File: config.mk
export PLATFORM = sky130hd
export DESIGN_NAME = sdram_pixel_unpacker
export DESIGN_NICKNAME = d
export VERILOG_FILES = /design/src/rtl/sdram_pixel_unpacker.sv
export SDC_FILE = /design/constraint.sdc
export NUM_CORES = 1
export LEC_CHECK = 0
export ABC_AREA = 1
export BUFFER_PORTS_ARGS = -buffer_cell sky130_fd_sc_hd__buf_4
export CAP_MARGIN = 15
export CORE_UTILIZATION = 54
export CTS_CLUSTER_DIAMETER = 60
export DETAILED_ROUTE_END_ITERATION = 10
export PLACE_DENSITY = 0.89
export REMOVE_ABC_BUFFERS = 1
export SLEW_MARGIN = 20
export SYNTH_ARGS = -nofsm -noshare
export SYNTH_HDL_FRONTEND = slang
export SYNTH_SLANG_ARGS = --single-unit
export TNS_END_PERCENT = 5
File: constraint.sdc
create_clock -name iClk -period 3.36 [get_ports iClk]
set_input_delay 0.504 -clock iClk [delete_from_list [all_inputs] [get_ports iClk]]
set_output_delay 0.504 -clock iClk [all_outputs]
set_load 0.03 [all_outputs]
File: src/rtl/sdram_pixel_unpacker.sv
`timescale 1ns/1ps
// Raster timing, SDRAM read-FIFO strobes and 16b word pair -> 10b RGB unpack; SDRAM_PIXEL_UNPACKER_TEST_PATTERN_EN adds iPattern colour bars.
// Latency: RD_LAT clocks read-to-data, then 1 registered clock counter-to-pins (syncs/DE/colour aligned).
// No backpressure: reads issue even when a FIFO is empty; that pixel is zeroed and oUnderflow set.
module sdram_pixel_unpacker #(
  parameter int H_ACTIVE = 800,
  parameter int H_SYNC_W = 1,
  parameter int H_BACK   = 215,
  parameter int H_TOTAL  = 1056,
  parameter int V_ACTIVE = 480,
  parameter int V_SYNC_W = 1,
  parameter int V_BACK   = 34,
  parameter int V_TOTAL  = 525,
  parameter int RD_LAT   = 1
) (
  input  logic        iClk,
  input  logic        iRst_n,
  input  logic        iEnable,
`ifdef SDRAM_PIXEL_UNPACKER_TEST_PATTERN_EN
  input  logic        iPattern,
`endif
  input  logic [15:0] iRd1_data,
  input  logic [15:0] iRd2_data,
  input  logic        iRdEmpty,
  output logic        oRead,
  output logic        oFrameStart,
  output logic [9:0]  oRed,
  output logic [9:0]  oGreen,
  output logic [9:0]  oBlue,
  output logic        oDE,
  output logic        oHS,
  output logic        oVS,
  output logic        oUnderflow
);

  localparam int H_START = H_SYNC_W + H_BACK;
  localparam int V_START = V_SYNC_W + V_BACK;
  localparam int HW  = $clog2(H_TOTAL);
  localparam int VW  = $clog2(V_TOTAL);
  localparam int HW1 = HW + 1;
  localparam int VW1 = VW + 1;

  localparam logic [HW-1:0]  H_LAST   = HW'(H_TOTAL - 1);
  localparam logic [VW-1:0]  V_LAST   = VW'(V_TOTAL - 1);
  localparam logic [HW-1:0]  H_SYNC_C = HW'(H_SYNC_W);
  localparam logic [VW-1:0]  V_SYNC_C = VW'(V_SYNC_W);
  localparam logic [HW1-1:0] H_WIN_LO = HW1'(H_START);
  localparam logic [HW1-1:0] H_WIN_HI = HW1'(H_START + H_ACTIVE);
  localparam logic [VW1-1:0] V_WIN_LO = VW1'(V_START);
  localparam logic [VW1-1:0] V_WIN_HI = VW1'(V_START + V_ACTIVE);
  localparam logic [HW1-1:0] H_TOT_W  = HW1'(H_TOTAL);
  localparam logic [HW1-1:0] RD_LAT_W = HW1'(RD_LAT);

  typedef enum logic {IDLE, RUN} state_t;
  state_t state_q, state_d;

  logic [HW-1:0]     h_cnt;
  logic [VW-1:0]     v_cnt;
  logic [HW1-1:0]    h_ahead;
  logic [VW1-1:0]    v_ahead;
  logic [RD_LAT-1:0] emp_pipe;
  logic              run, h_wrap, frame_end, sample, rd_empty_dly, uf_set;
  logic              pat_frame;
  logic [2:0]        pat_rgb;
  logic [9:0]        pix_r, pix_g, pix_b;
  logic              unused_flags;

  function automatic logic in_win(input logic [HW1-1:0] h, input logic [VW1-1:0] v);
    return (h >= H_WIN_LO) && (h < H_WIN_HI) && (v >= V_WIN_LO) && (v < V_WIN_HI);
  endfunction

  assign run          = (state_q == RUN);
  assign h_wrap       = (h_cnt == H_LAST);
  assign frame_end    = run && h_wrap && (v_cnt == V_LAST);
  assign sample       = run && in_win({1'b0, h_cnt}, {1'b0, v_cnt});
  assign oFrameStart  = run && (h_cnt == '0) && (v_cnt == '0);
  assign rd_empty_dly = emp_pipe[RD_LAT-1];
  assign uf_set       = sample && rd_empty_dly && !pat_frame;
  assign unused_flags = iRd1_data[15] ^ iRd2_data[15];

  always_ff @(posedge iClk or negedge iRst_n) begin
    if (!iRst_n) state_q <= IDLE;
    else         state_q <= state_d;
  end

  always_comb begin
    state_d = state_q;
    case (state_q)
      IDLE:    if (iEnable) state_d = RUN;
      RUN:     if (frame_end && !iEnable) state_d = IDLE;
      default: state_d = IDLE;
    endcase
  end

  always_ff @(posedge iClk or negedge iRst_n) begin
    if (!iRst_n) begin
      h_cnt <= '0;
      v_cnt <= '0;
    end else if (!run) begin
      h_cnt <= '0;
      v_cnt <= '0;
    end else if (h_wrap) begin
      h_cnt <= '0;
      v_cnt <= (v_cnt == V_LAST) ? '0 : v_cnt + 1'b1;
    end else begin
      h_cnt <= h_cnt + 1'b1;
    end
  end

  // Raster position RD_LAT clocks ahead, carrying into the next line on wrap.
  always_comb begin
    h_ahead = {1'b0, h_cnt} + RD_LAT_W;
    v_ahead = {1'b0, v_cnt};
    if (h_ahead >= H_TOT_W) begin
      h_ahead = h_ahead - H_TOT_W;
      v_ahead = (v_cnt == V_LAST) ? '0 : v_ahead + 1'b1;
    end
  end

  assign oRead = run && !pat_frame && in_win(h_ahead, v_ahead);

  always_ff @(posedge iClk or negedge iRst_n) begin
    if (!iRst_n) begin
      emp_pipe <= '0;
    end else begin
      emp_pipe[0] <= oRead & iRdEmpty;
      for (int i = 1; i < RD_LAT; i++) emp_pipe[i] <= emp_pipe[i-1];
    end
  end

`ifdef SDRAM_PIXEL_UNPACKER_TEST_PATTERN_EN
  localparam int BAR_W = (H_ACTIVE / 8 > 0) ? (H_ACTIVE / 8) : 1;
  logic          pat_q;
  logic [HW-1:0] h_off, bar_idx;
  logic          unused_bar;

  always_ff @(posedge iClk or negedge iRst_n) begin
    if (!iRst_n)                          pat_q <= 1'b0;
    else if ((!run || frame_end) && iEnable) pat_q <= iPattern;
  end

  assign h_off      = h_cnt - HW'(H_START);
  assign bar_idx    = h_off / HW'(BAR_W);
  assign unused_bar = |bar_idx;
  assign pat_frame  = run && pat_q;
  // Bar order white,yellow,cyan,green,magenta,red,blue,black falls out of the index bits.
  assign pat_rgb    = {~bar_idx[1], ~bar_idx[2], ~bar_idx[0]};
`else
  assign pat_frame = 1'b0;
  assign pat_rgb   = 3'b000;
`endif

  always_comb begin
    pix_r = '0;
    pix_g = '0;
    pix_b = '0;
    if (sample) begin
      if (pat_frame) begin
        pix_r = {10{pat_rgb[2]}};
        pix_g = {10{pat_rgb[1]}};
        pix_b = {10{pat_rgb[0]}};
      end else if (!rd_empty_dly) begin
        pix_r = iRd2_data[9:0];
        pix_g = {iRd1_data[14:10], iRd2_data[14:10]};
        pix_b = iRd1_data[9:0];
      end
    end
  end

  always_ff @(posedge iClk or negedge iRst_n) begin
    if (!iRst_n) begin
      oHS        <= 1'b1;
      oVS        <= 1'b1;
      oDE        <= 1'b0;
      oRed       <= '0;
      oGreen     <= '0;
      oBlue      <= '0;
      oUnderflow <= 1'b0;
    end else begin
      oHS    <= !(run && (h_cnt < H_SYNC_C));
      oVS    <= !(run && (v_cnt < V_SYNC_C));
      oDE    <= sample;
      oRed   <= pix_r;
      oGreen <= pix_g;
      oBlue  <= pix_b;
      if (uf_set)           oUnderflow <= 1'b1;
      else if (oFrameStart) oUnderflow <= 1'b0;
    end
  end

endmodule
# Yosys cells after proc, flatten, opt, wreduce, memory -nomap -nowiden
# Cells that the tools add are included.
# totals
in_bits,36
wordCells,73
out_inout_bits,36
ff_bits,57
# classes
magnitude_cmp,11
reduce_logical,22
bitwise,2
eq_ne,3
n_mux,19
n_addsub,5
# op_table
cell,n
10-bit two-way mux,9
11-bit two-way mux,4
11-bit by 10-bit less-than comparator with 1-bit output (second input constant),2
1-bit logical AND,16
11-bit by 1-bit adder with 12-bit output (second input constant),1
12-bit by 11-bit greater-or-equal comparator with 1-bit output (second input constant),1
12-bit by 8-bit greater-or-equal comparator with 1-bit output (second input constant),1
12-bit by 10-bit less-than comparator with 1-bit output (second input constant),1
12-bit two-way mux,1
12-bit by 11-bit subtractor with 12-bit output (second input constant),1
10-bit by 1-bit adder with 11-bit output (second input constant),1
11-bit by 1-bit adder with 11-bit output (second input constant),1
11-bit == test (second input constant),1
11-bit by 6-bit greater-or-equal comparator with 1-bit output (second input constant),1
11-bit by 8-bit greater-or-equal comparator with 1-bit output (second input constant),1
11-bit zero test,1
11-bit by 1-bit less-than comparator with 1-bit output (second input constant),1
10-bit by 1-bit adder with 10-bit output (second input constant),1
10-bit == test (second input constant),1
10-bit by 6-bit greater-or-equal comparator with 1-bit output (second input constant),1
10-bit zero test,1
10-bit by 1-bit less-than comparator with 1-bit output (second input constant),1
10-bit less-than comparator (second input constant),1
1-bit two-way mux,4
6 further kinds,8

# Depth between registers and ports, before layout
# Gate-level depths: netlist of the first run.
# depth
word_depth,9
ltp_mapped,21
mapped_depth_nobuf,20

# Worst setup path after synthesis of the first run
# No wires, ideal clock.
# synth_timing
path_kind,register -> output
startpoint,register h_cnt[0]
endpoint,output oRead
n_path_buf,1
arrival_time_ns,2.691
path_slack_ns,0.165
stages_incl_launch_ff,20
required_time_ns,2.856
cell_sequence,dfrtp_1 -> ha_1 -> nand3_1 -> o21bai_1 -> nand2_1 -> inv_1 -> ha_1 -> nand3_1 -> nor2_1 -> nand2_1 -> nor2_1 -> nand4_4 -> nand3_4 -> buf_6 -> nand3_1 -> o21ai_1 -> nand2_1 -> nand2_1 -> nand3_2 -> nor2_1
# synth_via
elab_chain_cells,8
word_cells_on_any_way,13
cone_classes,add/sub (2); order compare (5); mux (2); reduce/logical (4)
# synth_lines
item,line,rtl
from (decl),57,logic [HW-1:0] h_cnt;
from (signal assigned),106,h_cnt <= h_cnt + 1'b1;
11-bit by 1-bit adder with 12-bit output (*),112,"h_ahead = {1'b0, h_cnt} + RD_LAT_W;"
12-bit by 11-bit subtractor with 12-bit output or 12-bit by 11-bit greater-or-equal comparator with 1-bit output (tied branches),"115, 114",
12-bit two-way mux,114,if (h_ahead >= H_TOT_W) begin
12-bit by 8-bit greater-or-equal comparator with 1-bit output or 12-bit by 10-bit less-than comparator with 1-bit output (tied branches),69,return (h >= H_WIN_LO) && (h < H_WIN_HI) && (v >= V_WIN_LO) && (v < V_WIN_HI);
1-bit logical AND (2 in a row),69,
1-bit logical AND (*),69,
1-bit logical AND (*),120,"assign oRead = run && !pat_frame && in_win(h_ahead, v_ahead);"
to (decl),25,"output logic oRead,"
# Every way passes the cells marked *; elsewhere a longest branch is shown, timed or not.

# Worst setup path after layout of the first run
# Same ends and word-level chain as after synthesis.

==> results of run 1 <==
-- layer usage --
metal	vias to the layer above	part of all wire [%]	routed length [um]	GRT usage (%)
met5	-	0	0	0
met4	0	4.8	395	21.9
met3	40	6.1	496	7.18
met2	131	51	4180	52.2
met1	1427	38	3110	30.6
li1	1440	-	-	-
-- state kept, by name (all words and copies together), names as in the netlist, 10 cells and up --
register	cells
h_cnt	11
oBlue	10
oGreen	10
oRed	10
v_cnt	10
-- cell type report --
cell class	instances	area share [%]
clock inverters	5	1.97
flip-flops and latches	57	35.2
multi-input cells	284	38.0
well taps	72	2.22
inverters	52	4.81
repair buffers	77	14.3
clock buffers	10	3.39
-- power groups by stage --
stage          clock network [W]   logic (W)  registers [W]
3_3_place_gp                   0   0.0000496       0.000699
4_1_cts                 0.000712   0.0000517       0.000686
5_1_grt                 0.000740   0.0000575       0.000686
2_1_floorplan                  0  0.00000841       0.000699
3_5_place_dp                   0   0.0000514       0.000699
6_report                0.000702   0.0000505       0.000686
-- final timing paths --
kind | endpoint | slack (ps) | depth (start not counted)
worst max register to register | emp_pipe | 670 | 19
worst min register to register | oUnderflow | 560 | 2
worst max-delay path | oRead | -140 | 19
worst min-delay path | oGreen[7] | 200 | 1
max in group asynchronous | h_cnt[2] | 2650 | 1
min in group iClk | run | 350 | 3
-- what timing repair did --
item                                    CTS  global route
resized for setup                        18             9
pin swaps                                13            11
endpoints found under the setup margin    1             1
cloned                                    2             0
setup buffers                             4             1
-- stage by stage --
stage          cells  setup slack, ps
2_1_floorplan    391              212
3_3_place_gp     535              174
3_5_place_dp     535             52.0
4_1_cts          556            -12.1
5_1_grt          557             -315
6_report         557             -136
-- kinds of logic (layout without fill, tap and decap cells) --
| kind of cell | count (synthesis) | after routing | share of synthesized area, % |
|---|---|---|---|
| XOR/XNOR | 4 | 4 | 1.13 |
| AO/OA/AOI/OAI | 35 | 35 | 6.24 |
| buffers and inverters | 63 | 144 | 7.90 |
| AND/OR/NAND/NOR | 236 | 238 | 35.6 |
| flip-flops | 57 | 57 | 46.3 |
| adder cells (fa/ha/maj) | 7 | 7 | 2.84 |
-- layout by cell type, fill, tap and decap left out, types with 2 or more instances in the layout --
| master | n |
|---|---|
| a21oi_1 | 4 |
| and3_1 | 2 |
| buf_4 | 76 |
| bufinv_16 | 2 |
| clkbuf_8 | 10 |
| clkinvlp_4 | 2 |
| dfrtp_1 | 54 |
| dfstp_2 | 2 |
| ha_1 | 5 |
| ha_4 | 2 |
| inv_1 | 48 |
| inv_2 | 3 |
| nand2_1 | 94 |
| nand2_2 | 13 |
| nand2_4 | 4 |
| nand3_1 | 15 |
| nand3_2 | 4 |
| nand3_4 | 4 |
| nand3b_1 | 3 |
| nand4_1 | 13 |
| nor2_1 | 69 |
| nor2_2 | 2 |
| nor2_4 | 3 |
| nor3_1 | 3 |
| nor4_1 | 4 |
| o21ai_0 | 15 |
| o21ai_1 | 3 |
| o22ai_1 | 9 |
| xor2_1 | 3 |
==> results.md, run 1 <==
* Pin count of the biggest net entering global routing at 58
* Worst-Margin Slew at between 900 and 1000 ps
* Switching share of power at 20.3%
* Net count, final at 524
* Critical path class: flop to primary output
* PwrDens at 354 mW/mm2
* FFs w/ async S/R, synth at 100%
* Routability cong. at 0.930
* Gr usage total at between 20% and 30%
* Status: finished, violations left
* CP required at approximately 2900 ps
* I/O Buffers at 69
* Drt total wl at slightly above 8000 um
* Setup slack after layout at -136 ps
* Tcrit/Tclk final at 104%
* Antenna Cells at 0
* RSZ-0062 raised after global routing: yes
* First-pass GRT wire length at approximately 14000 um
* Register area at around 0.0014 mm2
* Starting Density at approximately 56%
* Worst path max stage delay at 410 ps
* Starting DRC count in detailed routing at 240
* Count of cell types in the netlist at 33
* CP Launch Type: flop
* Sink Count at 57
* Fin Setup TNS at -136 ps
* Post-DRT Antenna Nets at 0
* Clk root buf: clkbuf_8
* Cell chain of the critical path: ha_4 -> nand3_4 -> o21bai_1 -> nand2_1 -> inv_2 -> ha_4 -> nand3_2 -> nor2_1 -> nand2_1 -> nor2_4 -> nand4_4 -> nand3_4 -> nand3_2 -> o21ai_2 -> nand2_1 -> nand2_2 -> nand3_2 -> nor2_2 -> buf_6
* Most frequent cells after synthesis: 101 x nand2_1, 72 x nor2_1, 55 x dfrtp_1
* Synth Register Bits at 57
* Final setup fails at 1
* Clk_lat worst skew at around 340 ps
* Slew Limit Fails at 0
* Reg power frac at 47.7%
* Critical Path AT at ~3000 ps
* Crit path launch: h_cnt[0]
* Syn avg cell area at roughly 7.7 um2
* Drt pass-1 iters at 4
* Die X at 77.6 um
* Cell with the most instances after synthesis: nand2_1
* Worst-path clk slew at around 60 ps
* Proportion of layout cells with a drive suffix above 1 at 28.2%
* H-tree Lvls at 3
* Combined area of the multi-input logic cells at 0.00154 mm2
* CP Capture Type: primary output
* Die Ht at 77.6 um
* Worst clock skew at 8.73 ps
* Vias in the first global route at 3115
* P_sw at 0.000293 W
* Max-Cap Viols at 0
* Fin Hold WS at between 150 and 200 ps
* Failing checks: negative setup slack
* Worst hold path class: primary input to asynchronous set/reset pin
* CTS tree: done
* Area growth syn-to-layout at 31.4%
* Boundary Pins at 72
* Grt ovf at 0
* CTS Buf Count at 9
* Slew HR at between 30% and 40%
* Area of the core at 0.00551 mm2
* Slowest CP cell: dfrtp_1
* Tmin final at 3500 ps
* Synth top area share at between 40% and 50%
* Synth area leaders: dfrtp_1 45%, nand2_1 12%, nor2_1 8.7%, inv_1 6.0%, nand3_1 2.9%
* Rows at 27
* Largest area contributor in the netlist: dfrtp_1
* Final Hold Vio Count at 0
* Synth Flop Type: dfrtp_1
* VDD IR max at between 0.3 and 0.4 mV
* DRC violations left at 0
* Clk buf depth at 2
* Synth warn at 0
* Post-synth EDFFs at 0
* Design Area, Final at between 0.004 and 0.005 mm2
* Crit-path max FO at 7
* Register area share after synthesis at between 40% and 50%
* Layout fillers at between 400 and 500
* Combinational power share at around 3.5%
* Total Power at around 0.0014 W
* Internal Power at around 0.0011 W
* Post-CTS Hold Buffers at 0
* Clk pwr share at between 40% and 50%
* DIE AREA at approximately 0.006 mm2
* Pleak at between 2 and 2.5 nW
* DPL Wire Length at roughly 5400 um
* Initial antenna violation count at 0
* Vias per cell at between 5 and 6
* Vias at 3038
* Peak Freq at about 290 MHz
* Routed WL per cell at roughly 15 um
* Critical path buffers and inverters at 2
* Area after DPL at 0.00367 mm2
* Syn Inst Count at ~400
* Post-Syn Area at ~0.0031 mm2
* Util after Layout at about three quarters
* Top Family by Delay on Critical Path: simple AND/OR/NAND/NOR gates
* RR Startpoint: h_cnt[0]
No activity file was read; power rests on OpenSTA's default activity.
==> run 2: changes to the inputs <==
--- a/config.mk
+++ b/config.mk
@@ -11,6 +11,7 @@
 export CORE_UTILIZATION = 54
 export CTS_CLUSTER_DIAMETER = 60
 export DETAILED_ROUTE_END_ITERATION = 10
+export GPL_TIMING_DRIVEN = 0
 export PLACE_DENSITY = 0.89
 export REMOVE_ABC_BUFFERS = 1
 export SLEW_MARGIN = 20
==> run 2 against run 1 <==
Against the previous run: the run still ends with negative setup slack left; register-to-register slack better by 70 ps; worst setup slack better by 70 ps; flip-flop and latch count unchanged; first-iteration DRC count increased by 25%; critical path depth increased by 1; clock power down 11%; core utilization decreased by 1.2 points; largest power group is now sequential cells; highest routed layer unchanged.
==> results.md, run 2 (synthesis gave the netlist of run 1 again) <==
* Initial antenna violation count at 0 (unchanged)
* Worst-path clk slew at 70 ps (about the same)
* Fin Setup TNS at -66.2 ps (+69.5 ps)
* CP Capture Type: primary output
* H-tree Lvls at 3 (unchanged)
* VDD IR max at 0.373 mV (+21%)
* Sink Count at 57 (unchanged)
* PwrDens at 341 mW/mm2 (-3.7%)
* Vias in the first global route at 3118 (+0.096%)
* Net count, final at 522 (-0.38%)
* Status: finished, violations left
* Biggest register: h_cnt
* Slew HR at 37.1% (+0.14 points)
* Max FFs per register at 11 (unchanged)
* Area after DPL at 0.00365 mm2 (-0.61%)
* Peak Freq at 292 MHz (+2.0%)
* Starting Density at 56.1% (unchanged)
* Rows at 27 (unchanged)
* Clk_lat worst skew at 340 ps (about the same)
* Critical path class: flop to primary output
* Design Area, Final at 0.00399 mm2 (-1.7%)
* DIE AREA at 0.00603 mm2 (unchanged)
* Final setup fails at 1 (unchanged)
* Vias per cell at 5.53 (+1.4%)
* Most frequent cells in the layout: 96 x nand2_1, 75 x buf_4, 69 x nor2_1, 53 x dfrtp_1, 48 x inv_1
* Commonest non-fill, non-tap cell in the layout: nand2_1
* Clk buf depth at 2 (unchanged)
* Starting DRC count in detailed routing at 299 (+25%)
* Pin count of the biggest net entering global routing at 58 (unchanged)
* Worst clock skew at 8.95 ps (+0.218 ps)
* Worst hold path class: primary input to asynchronous set/reset pin
* DRC violations left at 0 (unchanged)
* Post-DRT Antenna Nets at 0 (unchanged)
* Max-Cap Viols at 0 (unchanged)
* Fin Hold WS at 204 ps (+5.75 ps)
* Total Power at 0.00136 W (-5.3%)
* Die Ht at 77.6 um (unchanged)
* Routed WL per cell at 15.1 um (+2.7%)
* First-pass GRT wire length at 14100 um (+3.2%)
* Clk root buf: clkbuf_8
* Area of the core at 0.00551 mm2 (unchanged)
* DP Cell Count at 532 (-0.56%)
* Layout fillers at 423 (+3.4%)
* Tcrit/Tclk final at 102% (-2.1 points)
* Die X at 77.6 um (unchanged)
* Gr usage total at 30.2% (+0.50 points)
* Drt pass-1 iters at 5 (+1)
* Setup slack after layout at -66.2 ps (+69.5 ps)
* Worst-Margin Slew at 942 ps (-2.08 ps)
* Proportion of layout cells with a drive suffix above 1 at 27.1% (-1.2 points)
* Antenna Cells at 0 (unchanged)
* CP required at 2860 ps (about the same)
* Area growth syn-to-layout at 29.2%
* Final Hold Vio Count at 0 (unchanged)
* Critical Path AT at 2920 ps (-70 ps)
* Drt total wl at 8390 um (+2.5%)
* CTS tree: done
* I/O Buffers at 69 (unchanged)
* Vias at 3075 (+1.2%)
* Grt ovf at 0 (unchanged)
* Tmin final at 3430 ps (-69.5 ps)
* Boundary Pins at 72 (unchanged)
* Non-filler cells, final at 556 (-0.18%)
* CP Launch Type: flop
* Slew Limit Fails at 0 (unchanged)
* Failing checks: negative setup slack
* Routability cong. at 0.923 (-0.81%)
* DPL Wire Length at 5480 um (+1.5%)
* CTS Buf Count at 9 (unchanged)
* RSZ-0062 raised after global routing: yes
* Pleak at 2.16 nW (-1.0%)
* Crit-path max FO at 5 (-2)
==> run 2: worst paths after layout <==
path                            start    endpoint  slack, ps  cells after the start
hold / removal                 iRst_n     oRed[9]        200                      1
min in group iClk             iEnable         run        370                      3
max in group asynchronous      iRst_n    h_cnt[2]       2660                      1
setup / recovery             h_cnt[0]       oRead        -70                     20
setup reg to reg             h_cnt[0]    emp_pipe        740                     20
hold reg to reg            oUnderflow  oUnderflow        550                      2
==> run 2: critical path, stage by stage, from the launching register on <==
cell	delay (ps)
dfrtp_2	430
ha_4	190
nand2_4	100
nor2_4	50
nand3_1	60
nand2_1	100
inv_2	100
ha_4	140
nand3_2	80
nor2_2	130
nand2_2	80
nor2_4	150
nand4_4	170
nand4_1	170
nand2_2	70
nor2_2	100
nand2_1	60
nand2_1	80
nand3_2	60
nor2_1	90
buf_4	160
==> run 2: routing by layer <==
layer	vias to the layer above	track usage [%]	share of wire, %
met5	-	0	0
met4	0	12.1	2.5
met3	28	7.29	6.3
met2	146	55.3	53
met1	1463	33.4	38
li1	1438	-	-
==> run 2: final cells by class <==
| type | instances | area, um2 | area share (%) |
|---|---|---|---|
| Tap cell | 72 | 90.1 | 2.26 |
| Clock buffer | 11 | 131 | 3.29 |
| Multi-Input combinational cell | 284 | 1520 | 38.2 |
| Sequential cell | 57 | 1430 | 35.9 |
| Clock inverter | 5 | 56.3 | 1.41 |
| Inverter | 52 | 195 | 4.89 |
| Timing Repair Buffer | 75 | 563 | 14.1 |
==> run 2: where the power goes <==
group | total [W] | leakage [nW] | switching (W) | internal (W)
registers | 0.000686 | 0.768 | 0 | 0.000686
logic | 0.0000504 | 1.30 | 0.0000224 | 0.0000281
clock network | 0.000626 | 0.0933 | 0.000285 | 0.000341
total | 0.00136 | 2.16 | 0.000307 | 0.00106
==> run 2: through the flow <==
stage	util [%]	setup WS [ps]
global route	72.5	-305
global placement	66.3	23.9
detailed placement	66.3	-44.6
finish	72.5	-66.2
CTS	72.0	0.0746
floorplan	-	212
==> run 2: what timing repair did <==
action / CTS / global route
hold buffers: 0 / 0
endpoints found under the setup margin: 1 / 1
setup buffers: 5 / 1
pin swaps: 10 / 15
gates cloned: 2 / 0
resized for setup: 15 / 7
==> run 3: changes to the inputs <==
--- a/config.mk
+++ b/config.mk
@@ -8,11 +8,11 @@
 export ABC_AREA = 1
 export BUFFER_PORTS_ARGS = -buffer_cell sky130_fd_sc_hd__buf_4
 export CAP_MARGIN = 15
-export CORE_UTILIZATION = 54
+export CORE_UTILIZATION = 58
 export CTS_CLUSTER_DIAMETER = 60
 export DETAILED_ROUTE_END_ITERATION = 10
 export GPL_TIMING_DRIVEN = 0
-export PLACE_DENSITY = 0.89
+export PLACE_DENSITY = 0.94
 export REMOVE_ABC_BUFFERS = 1
 export SLEW_MARGIN = 20
 export SYNTH_ARGS = -nofsm -noshare
==> constraint.sdc (replaced) <==
create_clock -name iClk -period 4.08 [get_ports iClk]
set_input_delay 0.612 -clock iClk [delete_from_list [all_inputs] [get_ports iClk]]
set_output_delay 0.612 -clock iClk [all_outputs]
set_load 0.03 [all_outputs]
==> run 3 against run 2 <==
Against the previous run: the flow now finishes without violations; wire length is 1.6% higher; die area fell by 6.7%; final cell count fell by 1.4%; sequential power is 18% lower; cell area shrank 2.0%; total power down 10%; worst setup slack improved by 300 ps; largest cell class unchanged.
==> results.md, run 3 (synthesis gave the netlist of run 1 again) <==
* CTS tree: done
* Most frequent cells in the layout: 101 x nand2_1, 71 x nor2_1, 69 x buf_4, 54 x dfrtp_1, 49 x inv_1
* Area of the core at 0.00511 mm2 (-7.2%)
* First-pass GRT wire length at 13200 um (-6.6%)
* Clk buf depth at 2 (unchanged)
* Boundary Pins at 72 (unchanged)
* Reg power frac at 46.3% (-4.1 points)
* Clk root buf: clkbuf_8
* Worst clock skew at 9.58 ps (+0.631 ps)
* Layout fillers at 334 (-21%)
* Reg2Reg Depth at 18 (-10%)
* Die Ht at 75.0 um (-3.4%)
* Initial antenna violation count at 0 (unchanged)
* Sink Count at 57 (unchanged)
* Vias per cell at 5.71 (+3.2%)
* Design Area, Final at 0.00391 mm2 (-2.0%)
* PwrDens at 312 mW/mm2 (-8.6%)
* Drt pass-1 iters at 5 (unchanged)
* Critical Path AT at 3230 ps (+310 ps)
* Fin Setup TNS at 0 ps (+66.2 ps)
* Commonest non-fill, non-tap cell in the layout: nand2_1
* Slowest CP cell: dfrtp_2
* R2R Path End: emp_pipe
* Biggest register: h_cnt
* Max FFs per register at 11 (unchanged)
* RSZ-0062 raised after global routing: no
* Combined area of the multi-input logic cells at 0.00145 mm2 (-4.9%)
* Routability cong. at 0.859 (-6.9%)
* Critical path class: flop to primary output
* Post-CTS Hold Buffers at 0 (unchanged)
* CP Capture Type: primary output
* Drt total wl at 8520 um (+1.6%)
* Pin count of the biggest net entering global routing at 58 (unchanged)
* Post-DRT Antenna Nets at 0 (unchanged)
* Reg2Reg Setup Slack at 1230 ps (+490 ps)
* Tcrit/Tclk final at ~94%
* Routed WL per cell at 15.6 um (+3.1%)
* Peak Freq at 260 MHz
* Clk pwr share at 50.2% (+4.3 points)
* Slew HR at 41.7% (+4.6 points)
* Vias in the first global route at 2998 (-3.8%)
* Pleak at 2.12 nW (-1.6%)
* Antenna Cells at 0 (unchanged)
* Worst path max stage delay at 420 ps (about the same)
* Final Hold Vio Count at 0 (unchanged)
* Final setup fails at 0 (-1)
* Area growth syn-to-layout at 26.6%
* Status: finished, final reports clean
* Met3 routed WL at 625 um (+18%)
* Met1 wire length at 2990 um (-7.1%)
* Met2 wire length at 4360 um (-1.5%)
* DIE AREA at 0.00562 mm2 (-6.7%)
* Top routing layer used: met4
* DPL Wire Length at 5480 um (-0.11%)
* CP required at 3470 ps (+610 ps)
* Tmin final at around 3800 ps
* Combinational power share at 3.5% (-0.2 points)
* Rows at 26 (-3.7%)
* Switching share of power at 20.9% (-1.6 points)
* Internal Power at 0.000966 W (-8.5%)
* CTS Buf Count at 9 (unchanged)
* Starting Density at 60.5% (+4.4 points)
* H-tree Lvls at 3 (unchanged)
* CP Launch Type: flop
* Die X at 75.0 um (-3.4%)
* CP most frequent cell: nand2_1
* Max-Cap Viols at 0 (unchanged)
* Net count, final at 516 (-1.1%)
* RR Startpoint: h_cnt[0]
* P_sw at 0.000255 W (-17%)
* Worst-path clk slew at 70 ps (about the same)
* Area after DPL at 0.00365 mm2 (about the same)
* DRC violations left at 0 (unchanged)
* Worst-Margin Slew at 874 ps (-68.4 ps)
* Vias at 3129 (+1.8%)
* Slew Limit Fails at 0 (unchanged)
* Crit-path max FO at 7 (+2)
* Cell chain of the critical path: ha_2 -> nand3_1 -> o21bai_1 -> nand2_1 -> inv_1 -> ha_1 -> nand3_1 -> nor2_1 -> nand2_1 -> nor2_4 -> nand4_4 -> nand3_4 -> nand2_1 -> nand2_1 -> o21ai_1 -> nand2_1 -> nand2_1 -> nor2_1 -> buf_4
* Gr usage total at 32.6% (+2.4 points)
* VDD IR max at 0.309 mV (-17%)
* I/O Buffers at 69 (unchanged)
* Worst hold path class: primary input to asynchronous set/reset pin
* Crit path launch: h_cnt[0]
* Grt ovf at 0 (unchanged)
* Starting DRC count in detailed routing at 367 (+23%)
* Clk_lat worst skew at 340 ps (about the same)
* Register area at 0.00143 mm2 (about the same)
* Proportion of layout cells with a drive suffix above 1 at 23.6% (-3.4 points)
==> run 3: power groups by stage <==
stage | sequential [W] | clock (W) | combinational (W)
3_3_place_gp | 0.000576 | 0 | 0.0000410
4_1_cts | 0.000565 | 0.000614 | 0.0000433
5_1_grt | 0.000565 | 0.000640 | 0.0000477
3_5_place_dp | 0.000576 | 0 | 0.0000428
6_report | 0.000565 | 0.000613 | 0.0000425
2_1_floorplan | 0.000576 | 0 | 0.00000692
==> run 3: cell type report <==
cell class	instances	area share, %
Clock buffer	12	3.97
Clock inverter	4	1.92
Inverter	52	4.99
Multi-Input combinational cell	284	37.1
Sequential cell	57	36.6
Tap cell	70	2.24
Timing Repair Buffer	69	13.2
==> run 3: timing repair <==
action | CTS | global route
setup endpoints to repair | 0 | 1
hold endpoints to repair | 0 | 0
gates resized for setup | 0 | 4
buffers inserted | 0 | 0
==> run 3: how the worst max path moves through the flow <==
stage	endpoint
detailed placement	oRead
global placement	oRead
floorplan	oRead
finish	oRead
global route	oRead
CTS	oRead
==> run 3: worst max-delay path: cells and delay by family (launching register included) <==
kind / cells / cell delay, ps
adders and majority gates: 2 / 410
DFF: 1 / 420
AOI/OAI and AO/OA: 2 / 250
buffers and inverters: 2 / 290
and+or+nand+nor: 13 / 1540
==> run 3: through the flow <==
stage,hold WS [ps],util (%),power (W),worst slack (ps),std cells
detailed placement,528,71.4,0.000618,633,530
finish,320,76.6,0.00122,237,548
floorplan,316,-,0.000583,824,391
global placement,490,71.4,0.000617,703,530
global route,376,76.6,0.00125,4.16,548
CTS,341,75.9,0.00122,181,546
==> run 3: metal layers <==
layer,vias to the layer above,GRT usage (%)
li1,1424,-
met1,1439,34.8
met2,202,56.3
met3,64,7.76
met4,0,23.9
met5,-,0
